File: src/rtl/set_ram_access_scheduler_if.sv
`default_nettype none
// +----------------------------------------------------------------------------+
// | set_ram_access_scheduler_if                                                |
// | Requester and set-RAM control bundle for set_ram_access_scheduler.        |
// | Rev 1.0                                                                    |
// +----------------------------------------------------------------------------+
interface set_ram_access_scheduler_if #(
  parameter int SINGLE_ELEMENT_SIZE_IN_BITS = 10,
  parameter int SET_PTR_WIDTH_IN_BITS       = 6
);
  logic                                   flush_in;

  logic                                   lookup_valid_in;
  logic [SET_PTR_WIDTH_IN_BITS-1:0]       lookup_set_addr_in;
  logic                                   lookup_ready_out;
  logic [SINGLE_ELEMENT_SIZE_IN_BITS-1:0] lookup_element_out;
  logic                                   lookup_element_valid_out;

  logic                                   update_valid_in;
  logic [SET_PTR_WIDTH_IN_BITS-1:0]       update_set_addr_in;
  logic [SINGLE_ELEMENT_SIZE_IN_BITS-1:0] update_element_in;
  logic                                   update_ready_out;
  logic                                   update_done_out;

  logic                                   init_done_out;

  logic                                   ram_access_en_out;
  logic                                   ram_write_en_out;
  logic [SET_PTR_WIDTH_IN_BITS-1:0]       ram_set_addr_out;
  logic [SINGLE_ELEMENT_SIZE_IN_BITS-1:0] ram_write_element_out;
  logic [SINGLE_ELEMENT_SIZE_IN_BITS-1:0] ram_read_element_in;

  // Scheduler side
  modport slave (
    input  flush_in,
    input  lookup_valid_in, lookup_set_addr_in,
    output lookup_ready_out, lookup_element_out, lookup_element_valid_out,
    input  update_valid_in, update_set_addr_in, update_element_in,
    output update_ready_out, update_done_out,
    output init_done_out,
    output ram_access_en_out, ram_write_en_out, ram_set_addr_out, ram_write_element_out,
    input  ram_read_element_in
  );

  // Pipeline / RAM side
  modport master (
    output flush_in,
    output lookup_valid_in, lookup_set_addr_in,
    input  lookup_ready_out, lookup_element_out, lookup_element_valid_out,
    output update_valid_in, update_set_addr_in, update_element_in,
    input  update_ready_out, update_done_out,
    input  init_done_out,
    input  ram_access_en_out, ram_write_en_out, ram_set_addr_out, ram_write_element_out,
    output ram_read_element_in
  );
endinterface
`default_nettype wire

File: src/rtl/set_ram_access_scheduler.sv
`default_nettype none
// +----------------------------------------------------------------------------+
// | set_ram_access_scheduler                                                   |
// | Zero-sweeps a single-port set RAM, then round-robins lookup/update access.|
// | Rev 1.0                                                                    |
// +----------------------------------------------------------------------------+
module set_ram_access_scheduler #(
  parameter int SINGLE_ELEMENT_SIZE_IN_BITS = 10,
  parameter int NUMBER_SETS                 = 64,
  parameter int SET_PTR_WIDTH_IN_BITS       = 6
) (
  input  logic                     clk_in,
  input  logic                     reset_in,
  set_ram_access_scheduler_if.slave bus
);

  localparam logic [SET_PTR_WIDTH_IN_BITS-1:0] LAST_SET = SET_PTR_WIDTH_IN_BITS'(NUMBER_SETS - 1);
  localparam logic [SET_PTR_WIDTH_IN_BITS-1:0] ONE_SET  = SET_PTR_WIDTH_IN_BITS'(1);

  typedef enum logic [0:0] {
    ST_INIT = 1'b0,
    ST_RUN  = 1'b1
  } state_e;

  state_e                           state_q;
  logic [SET_PTR_WIDTH_IN_BITS-1:0] sweep_cnt_q;
  logic                             prio_update_q;
  logic                             lookup_valid_q;
  logic                             update_done_q;
  logic                             init_done_q;

  logic                             sweeping;
  logic                             serve;
  logic                             lookup_grant;
  logic                             update_grant;

  // Reset gates every control output so no RAM access escapes while it is held.
  assign sweeping     = !reset_in && (state_q == ST_INIT);
  assign serve        = !reset_in && (state_q == ST_RUN) && !bus.flush_in;
  assign lookup_grant = serve && bus.lookup_valid_in && (!bus.update_valid_in || !prio_update_q);
  assign update_grant = serve && bus.update_valid_in && (!bus.lookup_valid_in ||  prio_update_q);

  always_ff @(posedge clk_in) begin
    if (reset_in) begin
      state_q        <= ST_INIT;
      sweep_cnt_q    <= '0;
      prio_update_q  <= 1'b0;
      lookup_valid_q <= 1'b0;
      update_done_q  <= 1'b0;
      init_done_q    <= 1'b0;
    end else begin
      lookup_valid_q <= lookup_grant;
      update_done_q  <= update_grant;
      if (lookup_grant) begin
        prio_update_q <= 1'b1;
      end else if (update_grant) begin
        prio_update_q <= 1'b0;
      end
      case (state_q)
        ST_INIT: begin
          if (sweep_cnt_q == LAST_SET) begin
            state_q     <= ST_RUN;
            init_done_q <= 1'b1;
          end else begin
            sweep_cnt_q <= sweep_cnt_q + ONE_SET;
          end
        end
        ST_RUN: begin
          if (bus.flush_in) begin
            state_q     <= ST_INIT;
            sweep_cnt_q <= '0;
            init_done_q <= 1'b0;
          end
        end
        default: begin
          state_q     <= ST_INIT;
          sweep_cnt_q <= '0;
          init_done_q <= 1'b0;
        end
      endcase
    end
  end

  always_comb begin
    bus.ram_set_addr_out      = '0;
    bus.ram_write_element_out = '0;
    if (state_q == ST_INIT) begin
      bus.ram_set_addr_out = sweep_cnt_q;
    end else if (lookup_grant) begin
      bus.ram_set_addr_out = bus.lookup_set_addr_in;
    end else if (update_grant) begin
      bus.ram_set_addr_out      = bus.update_set_addr_in;
      bus.ram_write_element_out = bus.update_element_in;
    end
  end

  assign bus.ram_access_en_out        = sweeping | lookup_grant | update_grant;
  assign bus.ram_write_en_out         = sweeping | update_grant;

  assign bus.lookup_ready_out         = lookup_grant;
  assign bus.update_ready_out         = update_grant;
  assign bus.lookup_element_out       = bus.ram_read_element_in;
  assign bus.lookup_element_valid_out = lookup_valid_q;
  assign bus.update_done_out          = update_done_q;
  assign bus.init_done_out            = init_done_q;

endmodule
`default_nettype wire

File: src/flat_wrapper.sv
// flat-port wrapper written by rule: the top's interface ports become plain ports
module set_ram_access_scheduler_flat 
#(
  parameter int SINGLE_ELEMENT_SIZE_IN_BITS = 10,
  parameter int NUMBER_SETS                 = 64,
  parameter int SET_PTR_WIDTH_IN_BITS       = 6
)
  (clk_in, reset_in, bus_flush_in, bus_lookup_valid_in, bus_lookup_set_addr_in, bus_lookup_ready_out, bus_lookup_element_out, bus_lookup_element_valid_out, bus_update_valid_in, bus_update_set_addr_in, bus_update_element_in, bus_update_ready_out, bus_update_done_out, bus_init_done_out, bus_ram_access_en_out, bus_ram_write_en_out, bus_ram_set_addr_out, bus_ram_write_element_out, bus_ram_read_element_in);
  set_ram_access_scheduler_if #(.SINGLE_ELEMENT_SIZE_IN_BITS(SINGLE_ELEMENT_SIZE_IN_BITS), .SET_PTR_WIDTH_IN_BITS(SET_PTR_WIDTH_IN_BITS)) bus_i ();
  input  logic clk_in;
  input  logic reset_in;
  input wire logic [$bits(bus_i.flush_in)-1:0] bus_flush_in;
  input wire logic [$bits(bus_i.lookup_valid_in)-1:0] bus_lookup_valid_in;
  input wire logic [$bits(bus_i.lookup_set_addr_in)-1:0] bus_lookup_set_addr_in;
  output wire logic [$bits(bus_i.lookup_ready_out)-1:0] bus_lookup_ready_out;
  output wire logic [$bits(bus_i.lookup_element_out)-1:0] bus_lookup_element_out;
  output wire logic [$bits(bus_i.lookup_element_valid_out)-1:0] bus_lookup_element_valid_out;
  input wire logic [$bits(bus_i.update_valid_in)-1:0] bus_update_valid_in;
  input wire logic [$bits(bus_i.update_set_addr_in)-1:0] bus_update_set_addr_in;
  input wire logic [$bits(bus_i.update_element_in)-1:0] bus_update_element_in;
  output wire logic [$bits(bus_i.update_ready_out)-1:0] bus_update_ready_out;
  output wire logic [$bits(bus_i.update_done_out)-1:0] bus_update_done_out;
  output wire logic [$bits(bus_i.init_done_out)-1:0] bus_init_done_out;
  output wire logic [$bits(bus_i.ram_access_en_out)-1:0] bus_ram_access_en_out;
  output wire logic [$bits(bus_i.ram_write_en_out)-1:0] bus_ram_write_en_out;
  output wire logic [$bits(bus_i.ram_set_addr_out)-1:0] bus_ram_set_addr_out;
  output wire logic [$bits(bus_i.ram_write_element_out)-1:0] bus_ram_write_element_out;
  input wire logic [$bits(bus_i.ram_read_element_in)-1:0] bus_ram_read_element_in;
  assign bus_i.flush_in = bus_flush_in;
  assign bus_i.lookup_valid_in = bus_lookup_valid_in;
  assign bus_i.lookup_set_addr_in = bus_lookup_set_addr_in;
  assign bus_lookup_ready_out = bus_i.lookup_ready_out;
  assign bus_lookup_element_out = bus_i.lookup_element_out;
  assign bus_lookup_element_valid_out = bus_i.lookup_element_valid_out;
  assign bus_i.update_valid_in = bus_update_valid_in;
  assign bus_i.update_set_addr_in = bus_update_set_addr_in;
  assign bus_i.update_element_in = bus_update_element_in;
  assign bus_update_ready_out = bus_i.update_ready_out;
  assign bus_update_done_out = bus_i.update_done_out;
  assign bus_init_done_out = bus_i.init_done_out;
  assign bus_ram_access_en_out = bus_i.ram_access_en_out;
  assign bus_ram_write_en_out = bus_i.ram_write_en_out;
  assign bus_ram_set_addr_out = bus_i.ram_set_addr_out;
  assign bus_ram_write_element_out = bus_i.ram_write_element_out;
  assign bus_i.ram_read_element_in = bus_ram_read_element_in;
  set_ram_access_scheduler #(.SINGLE_ELEMENT_SIZE_IN_BITS(SINGLE_ELEMENT_SIZE_IN_BITS), .NUMBER_SETS(NUMBER_SETS), .SET_PTR_WIDTH_IN_BITS(SET_PTR_WIDTH_IN_BITS)) u_core (.clk_in(clk_in), .reset_in(reset_in), .bus(bus_i));
endmodule
File: config.mk
export PLATFORM = sky130hd
export DESIGN_NAME = set_ram_access_scheduler_flat
export DESIGN_NICKNAME = d
export VERILOG_FILES = /design/src/rtl/set_ram_access_scheduler_if.sv /design/src/rtl/set_ram_access_scheduler.sv /design/src/flat_wrapper.sv
export SDC_FILE = /design/constraint.sdc
export NUM_CORES = 1
export LEC_CHECK = 0
export ABC_AREA = 0
export CAP_MARGIN = 20
export CORE_MARGIN = 2
export CORE_UTILIZATION = 33
export CTS_CLUSTER_SIZE = 30
export DETAILED_ROUTE_END_ITERATION = 12
export HOLD_SLACK_MARGIN = 0.15
export PLACE_DENSITY = 0.85
export SKIP_LAST_GASP = 1
export SLEW_MARGIN = 15
export SYNTH_ARGS = -nofsm -noshare
export SYNTH_HDL_FRONTEND = slang
export SYNTH_SLANG_ARGS = --single-unit
File: constraint.sdc
create_clock -name clk_in -period 3.4 [get_ports clk_in]
set_input_delay 0.51 -clock clk_in [delete_from_list [all_inputs] [get_ports clk_in]]
set_output_delay 0.51 -clock clk_in [all_outputs]
set_load 0.02 [all_outputs]
==> metrics.cfg <==
[status]
status = finished clean

[synth]
synth_area_leader_cell = dfxtp_1
synthCells = 89
synth_area_leaders = dfxtp_1 28%, buf_4 11%, and2_1 8.0%, a221o_1 7.6%, nor2b_1 6.4%
yosysSeqAreaShare_pct = 28.0
yosysWarnings = 0
synthesis.nets = 127
synth_seq_cells = 11
avgSynthCellArea_um2 = 8.83
synth_top_area_share_pct = 28.0
syn-cell-area_um2 = 786
synth.distinct_cells = 34

[clock_tree]
cts_setup_buffers = 0
clockRootBuffer = clkbuf_4
cts.repair.resized = 0
clock_path_buffers = 2
cts_tree = done
clock_sinks = 11
cts-htree-levels = 1
clock_latency_ns = 0.28
cts.clk_slew.worst_paths_ns = 0.07
cts_made_buffers = 3
cts_hold_buf = 0

[sta]
relSlewSlack_pct = 71.3
setup_ws_ns = 0.371
max_freq_ghz = 0.330
hold-worst-slack_ns = 0.509
finalSetupViolCount = 0
skew_ns = 0.00417
rsz0062_at_grt = no
worst_slew_pin_slew_ns = 0.430
fin_crit_sh_pct = 89.1
setup_tns_ns = 0
report.final.slew_viol_count = 0
hold_viol = 0
min_period_ns = 3.03

[route]
dr.pass1.iters = 4
num_vias = 814
drt-wirelength-per-cell_um = 14.2
routed_wl_um = 2220
viasPerCell = 5.22
drcViolationCount = 0
final_antenna_net_count = 0
drt-initial-drc-count = 13

[grt]
antenna_found_initial = 0
grt_pass1_wl_um = 3300
grt_max_degree = 20
grt_pass1_vias = 734
grt-ovfl-total = 0
track_usage_pct = 16.6

[worst_setup_path]
cp_max_fo = 19
max_stage_delay_ns = 0.61
required_ns = 2.89
critical_path_class = in2out
path_buf_inv = 3
start_kind = input pin
cpMostUsedCell = clkdlybuf4s50_1
cp-end-kind = output port
cp_slowest_cell = clkdlybuf4s50_1
cp_top_family = buffers and inverters
cp_cell_sequence = clkdlybuf4s50_1 -> nor3b_4 -> and3_1 -> buf_4 -> and2_1 -> clkdlybuf4s50_1
crit_arrival_ns = 2.52

[cells_and_area]
layout_commonest_cell = clkdlybuf4s50_1
fin_nets = 167
drive_above_1_share_pct = 5.47
layout.cells.most_common_list = 49 x clkdlybuf4s50_1, 11 x dfxtp_1, 10 x and2_1
final_cells = 156
syn_to_final_growth_pct = 56.5
antenna-diode-count = 0

[run]
drv_cap = 0

[place]
dp_hpwl_um = 1740
gp_congestion = 0.730
io_buffer_count = 49
dp_slack_ns = 0.361
place_inst = 152

[die]
pin_count = 70
start_util_pct = 35.2
die_h_um = 52.8
core_area_um2 = 2230
std_cell_rows = 17
die-area_um2 = 2790
fp.dieW_um = 52.8

[pwr]
power.density_nw_per_um2 = 236
p_leak_nw = 0.497
vdd_drop_max_mv = 0.196
p_total_mw = 0.290

[worst_hold_path]
hold_path.class = reg2reg

## flip-flops by register name, indices dropped and copies added (netlist names)
name                                 count
u_core.sweep_cnt_q                       6
u_core.bus.init_done_out                 1
u_core.bus.lookup_element_valid_out      1
u_core.bus.update_done_out               1
u_core.prio_update_q                     1
u_core.state_q                           1
## area by class of cell
class                      count  area, µm²
clock buffer                   4       26.3
fill                         190       1000
inverter                       1       3.75
multi-input combinational     62        447
sequential                    11        220
tap                           28       35.0
timing repair buffer          50        498
## per-stage QoR
step | cell area, µm² | util, %
final | 1230 | 55.1
after global routing | 1230 | 55.1
after CTS | 1230 | 55.1
after detailed placement | 1200 | 53.9
after global placement | 1200 | 53.9
after floorplan | 786 | -
## worst register-to-register path: stages (launching register included)
cell,delay (ns)
dfxtp_1,0.39
ha_1,0.30
nor2b_1,0.18
a31o_2,0.31
a211o_1,0.29
## synthesized netlist by cell type
cell type and number:
a2111o_1 1, a211o_1 1, a21oi_1 4, a221o_1 6
a22o_1 1, a311oi_1 1, a31o_2 1, a31oi_1 2
a32o_1 1, and2_1 10, and2b_1 1, and3_1 4
and4_1 1, and4b_1 1, buf_2 2, buf_4 11
buf_6 2, dfxtp_1 11, ha_1 1, inv_1 1
nand2_1 2, nand2b_1 2, nand3_1 3, nand3b_1 1
nor2_1 1, nor2b_1 8, nor3b_4 1, nor4_1 1
o211a_1 1, o21ai_0 2, o311ai_1 1, or2_2 1
or3_1 1, xnor2_1 1
## report_power, final
| group | internal (mW) | leakage [nW] | switching, mW |
|---|---|---|---|
| logic | 0.0417 | 0.392 | 0.0214 |
| registers | 0.132 | 0.0892 | 0.00482 |
| clock network | 0.0456 | 0.0150 | 0.0449 |
## worst paths after layout
check | to | cells after the start | slack (ns) | from
hold reg to reg | u_core.prio_update_q | 1 | 0.51 | u_core.prio_update_q
setup reg to reg | u_core.sweep_cnt_q[5] | 4 | 1.82 | u_core.sweep_cnt_q[0]
hold / removal | u_core.prio_update_q | 1 | 0.51 | u_core.prio_update_q
setup / recovery | bus_ram_write_element_out[5] | 6 | 0.37 | reset_in
## logic make-up after synthesis
| logic type | count (synthesis) | synth area share (%) |
|---|---|---|
| fa+ha+maj | 1 | 1.59 |
| compound gates | 22 | 22.6 |
| flops | 11 | 28.0 |
| xor+xnor | 1 | 1.11 |
| simple gates | 38 | 31.5 |
| buf+inv | 16 | 15.1 |
## layer usage
metal | track usage [%] | part of all wire (%) | vias to the layer above | routed length, µm
met5 | 0 | 0 | - | 0
met4 | 8.12 | 2.0 | 0 | 44
met3 | 5.43 | 12 | 7 | 272
met2 | 31.9 | 49 | 49 | 1090
met1 | 15.5 | 37 | 359 | 813
li1 | - | - | 399 | -
Note: power is estimated with default switching activity, not from simulation.
==> RTL change 1: new RTL, same flow settings <==
`SET_PTR_WIDTH_IN_BITS` is set to 6 in 3 places; all go to 4.
--- a/src/rtl/set_ram_access_scheduler_if.sv
+++ b/src/rtl/set_ram_access_scheduler_if.sv
@@ -8,3 +8,3 @@
   parameter int SINGLE_ELEMENT_SIZE_IN_BITS = 10,
-  parameter int SET_PTR_WIDTH_IN_BITS       = 6
+  parameter int SET_PTR_WIDTH_IN_BITS       = 4
 );
--- a/src/rtl/set_ram_access_scheduler.sv
+++ b/src/rtl/set_ram_access_scheduler.sv
@@ -9,3 +9,3 @@
   parameter int NUMBER_SETS                 = 64,
-  parameter int SET_PTR_WIDTH_IN_BITS       = 6
+  parameter int SET_PTR_WIDTH_IN_BITS       = 4
 ) (
--- a/src/flat_wrapper.sv
+++ b/src/flat_wrapper.sv
@@ -5,3 +5,3 @@
   parameter int NUMBER_SETS                 = 64,
-  parameter int SET_PTR_WIDTH_IN_BITS       = 6
+  parameter int SET_PTR_WIDTH_IN_BITS       = 4
 )
Interface: changed (resized bus_lookup_set_addr_in, bus_ram_set_addr_out and bus_update_set_addr_in); port bits go from 70 to 64. No check against the original RTL was run, so the function may have changed too.
==> RTL change 1 against the original RTL <==
Sequential power decreased by 18%; highest routed layer unchanged; critical path type unchanged; largest power group unchanged; sequential cell count decreased by 2; sequential share of layout area increased by 0.14 points; utilization increased by 2.1 points; total power decreased by 13%; setup slack got worse by 0.15 ns; routed wire length decreased by 27%; final area decreased by 19%; largest cell class unchanged; clock skew increased by 0.00056 ns; synthesized area decreased by 21%; synthesized cell count decreased by 20%.
==> RTL change 1: results (changes against the original RTL) <==
Setup path
  • Critical Path AT: 2.67 ns (+0.15 ns)
  • Worst-path maximum fanout: 18 (-1)
  • Worst reg2reg setup slack: 1.79 ns (-0.03 ns)
  • Reg-to-reg startpoint: u_core.state_q$_SDFF_PP0_

Layout
  • FILL cells: 163 (-14%)
  • Largest register FFs: 4 (-2)
  • Nets: 139 (-17%)
  • Layout cells sized above 1: 6.73% (+1.3 points)

Logic synthesis
  • Synth top area cells: dfxtp_1 (29%), buf_4 (15%), and2_1 (10%)
  • Unique masters post-synth: 25 (-26%)
  • Syn Nets: 105 (-17%)
  • Post-synthesis average cell area: 8.69 µm² (-1.6%)
  • Commonest cells post-synth: buf_4 (12), and2_1 (10), dfxtp_1 (9)

Drt
  • Detailed-route wire length per cell: 12.6 µm (-11%)
  • DR WL met2: 781 µm (-28%)
  • Detailed Route Iter0 Violations: 3 (-10)
  • Met3 wire length: 191 µm (-30%)

STA
  • Post-route minimum period: 3.18 ns (+0.148 ns)
  • Worst Clk Skew: 0.00473 ns (+0.000558 ns)

Global routing
  • First-pass GRT wire length: 2330 µm (-29%)
  • Vias in the first global route: 541 (-26%)

Hold path
  • Hold Crit Start: u_core.bus.init_done_out$_SDFFE_PP0P_

Run status
  • Result of the run: complete, no violations

Place
  • Final HPWL DP: 1350 µm (-22%)

Pwr
  • Leakage Power: 0.378 nW (-24%)
==> RTL change 1: layer usage <==
layer / vias up / GRT usage (%)
met5: - / 0
met4: 0 / 6.67
met3: 2 / 4.23
met2: 40 / 26.8
met1: 282 / 16.4
li1: 305 / -
==> RTL change 1: worst max-delay path: stages <==
cell             delay, ns
clkdlybuf4s50_1       0.53
nor3b_2               0.30
and3_1                0.50
a221o_1               0.22
clkdlybuf4s50_1       0.60
==> RTL change 1: power by group through the flow <==
stage	clock [W]	combinational (W)	sequential, W
after detailed placement	0	0.0000561	0.000114
final	0.0000830	0.0000558	0.000112
after global routing	0.0000894	0.0000607	0.000112
after CTS	0.0000835	0.0000565	0.000112
after floorplan	0	0.0000358	0.000113
after global placement	0	0.0000543	0.000114
==> RTL change 1: worst paths after layout <==
path / to / depth (start not counted)
worst min register to register: u_core.bus.init_done_out$_SDFFE_PP0P_ / 2
worst max register to register: u_core.prio_update_q$_SDFFE_PP0P_ / 3
worst max-delay path: bus_ram_set_addr_out[0] / 5
worst min-delay path: u_core.bus.init_done_out$_SDFFE_PP0P_ / 2
==> RTL change 1: cells by family after synthesis <==
group	after synthesis	share of synthesized area, %
AOI/OAI and AO/OA	12	15.6
adders and majority gates	1	2.03
buffers and inverters	16	18.5
DFF	9	29.2
muxes	1	1.83
and+or+nand+nor	32	32.9
==> RTL change 1: final cells by class <==
type	count	area, µm²	share of cell area [%]
Inverter	2	7.51	0.752
Sequential cell	9	180	18.0
Clock buffer	4	26.3	2.63
Timing Repair Buffer	43	430	43.1
Multi-Input combinational cell	46	323	32.3
Tap cell	25	31.3	3.13
==> RTL change 1: per-stage QoR <==
step | power (W) | area, µm²
after floorplan | 0.000149 | 617
after global placement | 0.000168 | 972
after detailed placement | 0.000170 | 972
after CTS | 0.000252 | 998
after global routing | 0.000262 | 998
final | 0.000251 | 998
==> RTL change 2: new RTL, config.mk and constraints unchanged <==
Made on the original files. Reset style: asynchronous (`reset_in`), changed in one clocked block.
--- a/src/rtl/set_ram_access_scheduler.sv
+++ b/src/rtl/set_ram_access_scheduler.sv
@@ -42,3 +42,3 @@
 
-  always_ff @(posedge clk_in) begin
+  always_ff @(posedge clk_in or posedge reset_in) begin
     if (reset_in) begin
Formal check against the unedited RTL: differs if reset_in is asserted again (counterexample within 4 cycles, from zero or initial values and one cycle with reset_in high); with reset_in held inactive, the same outputs for 10 cycles.
==> RTL change 2 against the original RTL <==
Setup slack better by 0.069 ns; via count up 3.3%; maximum frequency up 2.3%; global-route usage is 1.9 points lower; count of clock-buffer cells in the layout unchanged; utilization is 2.3 points lower; final area up 3.4%; sequential cell count did not move; sequential share of layout area grew 3.7 points; synthesized area is 4.5% higher; routed wire length shrank 2.9%; critical path type unchanged; critical endpoint is now bus_ram_set_addr_out[3].
Power is not compared: it rests on default switching activity, and its combinational part moved more than twofold at a synthesized area within 25%.
==> RTL change 2: results (changes against the original RTL) <==
Clock network
  • Buffer count from post-CTS setup fixing: 0 (unchanged)
  • Worst-skew pair later-pin latency: 0.28 ns (about the same)
  • Num CTS Buffers: 3 (unchanged)
  • Htree depth: 1 (unchanged)

Setup path
  • Critical Path AT: 2.45 ns (-0.07 ns)
  • Reg-to-reg startpoint: u_core.sweep_cnt_q[0]$_DFFE_PP0P_
  • Worst-path maximum fanout: 9 (-10)
  • Slowest stage cell, crit path: clkdlybuf4s50_1
  • Worst reg2reg setup slack: 1.96 ns (+0.14 ns)
  • FF-to-FF End: u_core.sweep_cnt_q[1]$_DFFE_PP0P_
  • Crit-path max cell delay: 0.59 ns (-0.02 ns)

Hold path
  • WHS Endpoint: u_core.prio_update_q$_DFFE_PP0P_
  • Hold Crit Start: u_core.prio_update_q$_DFFE_PP0P_

Logic synthesis
  • Multiplexer share of the synthesized area: 0% (unchanged)
  • Unique masters post-synth: 33 (-2.9%)
  • Compound-Gate Fraction of Synth Area: 21.0% (-1.6 points)
  • Most common flop cell mapped by yosys: dfrtp_1
  • Post-synthesis adder-cell area fraction: 1.52% (-0.068 points)
  • YS warnings: 0 (unchanged)
  • Sequential cell area fraction in the yosys report: 33.5% (+5.5 points)
  • Ys async rst share: 100% (+100 points)
  • Commonest cells post-synth: and2_1 (11), dfrtp_1 (11), buf_4 (10)
  • Synth top area cells: dfrtp_1 (34%), buf_4 (9.1%), and2_1 (8.4%)
  • Post-Synth XOR/XNOR Area: 0% (-1.1 points)

Global routing
  • First-pass GRT wire length: 3010 µm (-8.8%)
  • Met1 Use GR: 15.2% (-0.22 points)
  • Routing usage on met3: 5.56% (+0.13 points)
  • Vias in the first global route: 685 (-6.7%)
  • Total GRT Usage: 14.7% (-1.9 points)
  • Initial antenna violation count: 0 (unchanged)
  • Pin count of the biggest net entering global routing: 21 (+5.0%)
  • Met2 Resource Use GR: 25.0% (-6.9 points)

Drt
  • Max Used Layer: met4
  • # DRC: 0 (unchanged)
  • Via count: 841 (+3.3%)
  • Total wire length: 2150 µm (-2.9%)
  • Met1 wire length: 814 µm (+0.12%)
  • DR WL met2: 937 µm (-14%)
  • Met3 wire length: 355 µm (+31%)

Layout
  • Layout cells sized above 1: 4.69% (-0.78 points)
  • Largest register FFs: 6 (unchanged)

Place
  • Pre-CTS WS: 0.440 ns (+0.0796 ns)
  • Final HPWL DP: 1660 µm (-4.7%)
  • GPL Wtd Cong: 0.800 (+9.6%)

STA
  • Max-slew headroom: 68.4% (-2.9 points)
  • Worst Clk Skew: 0.000751 ns (-0.00342 ns)

Pwr
  • Sw Share: slightly above 40%
  • Peak VDD IR: about 410 µV

Run status
  • Result of the run: complete, no violations
[RTL change 2: final cells by class]
| type | instances | area [µm²] |
|---|---|---|
| Clock buffer | 4 | 26.3 |
| Fill cell | 214 | 1140 |
| Inverter | 3 | 11.3 |
| Multi-Input combinational cell | 60 | 423 |
| Sequential cell | 11 | 275 |
| Tap cell | 30 | 37.5 |
| Timing Repair Buffer | 50 | 498 |
[RTL change 2: cells by family after synthesis]
group / Yosys count
fa+ha+maj: 1
simple gates: 37
flops: 11
buf+inv: 18
compound gates: 22
[RTL change 2: how the worst max path moves through the flow]
stage | slack, ns | endpoint | from
after global routing | 0.30 | bus_ram_set_addr_out[2] | u_core.state_q$_DFF_PP0_
after global placement | 0.49 | bus_ram_set_addr_out[3] | bus_flush_in
after floorplan | 1.50 | bus_ram_write_element_out[1] | bus_flush_in
after CTS | 0.43 | bus_ram_set_addr_out[3] | bus_flush_in
after detailed placement | 0.44 | bus_ram_set_addr_out[3] | bus_flush_in
final | 0.44 | bus_ram_set_addr_out[3] | bus_flush_in
[RTL change 2: power groups by stage]
stage               Combinational, W   Clock, W  Sequential, W
floorplan                   0.000320          0       0.000236
global placement            0.000451          0       0.000260
detailed placement          0.000458          0       0.000264
CTS                         0.000459  0.0000961       0.000262
global route                0.000493   0.000104       0.000272
finish                      0.000456  0.0000945       0.000262
[RTL change 2: per-stage QoR]
stage / hold slack (ns) / total power, W / std cells / cell area (µm²)
after global routing: 0.522 / 0.000869 / 158 / 1270
after floorplan: 0.379 / 0.000555 / 89 / 821
after global placement: 0.487 / 0.000711 / 154 / 1240
after CTS: 0.508 / 0.000817 / 158 / 1270
after detailed placement: 0.496 / 0.000722 / 154 / 1240
final: 0.503 / 0.000813 / 158 / 1270
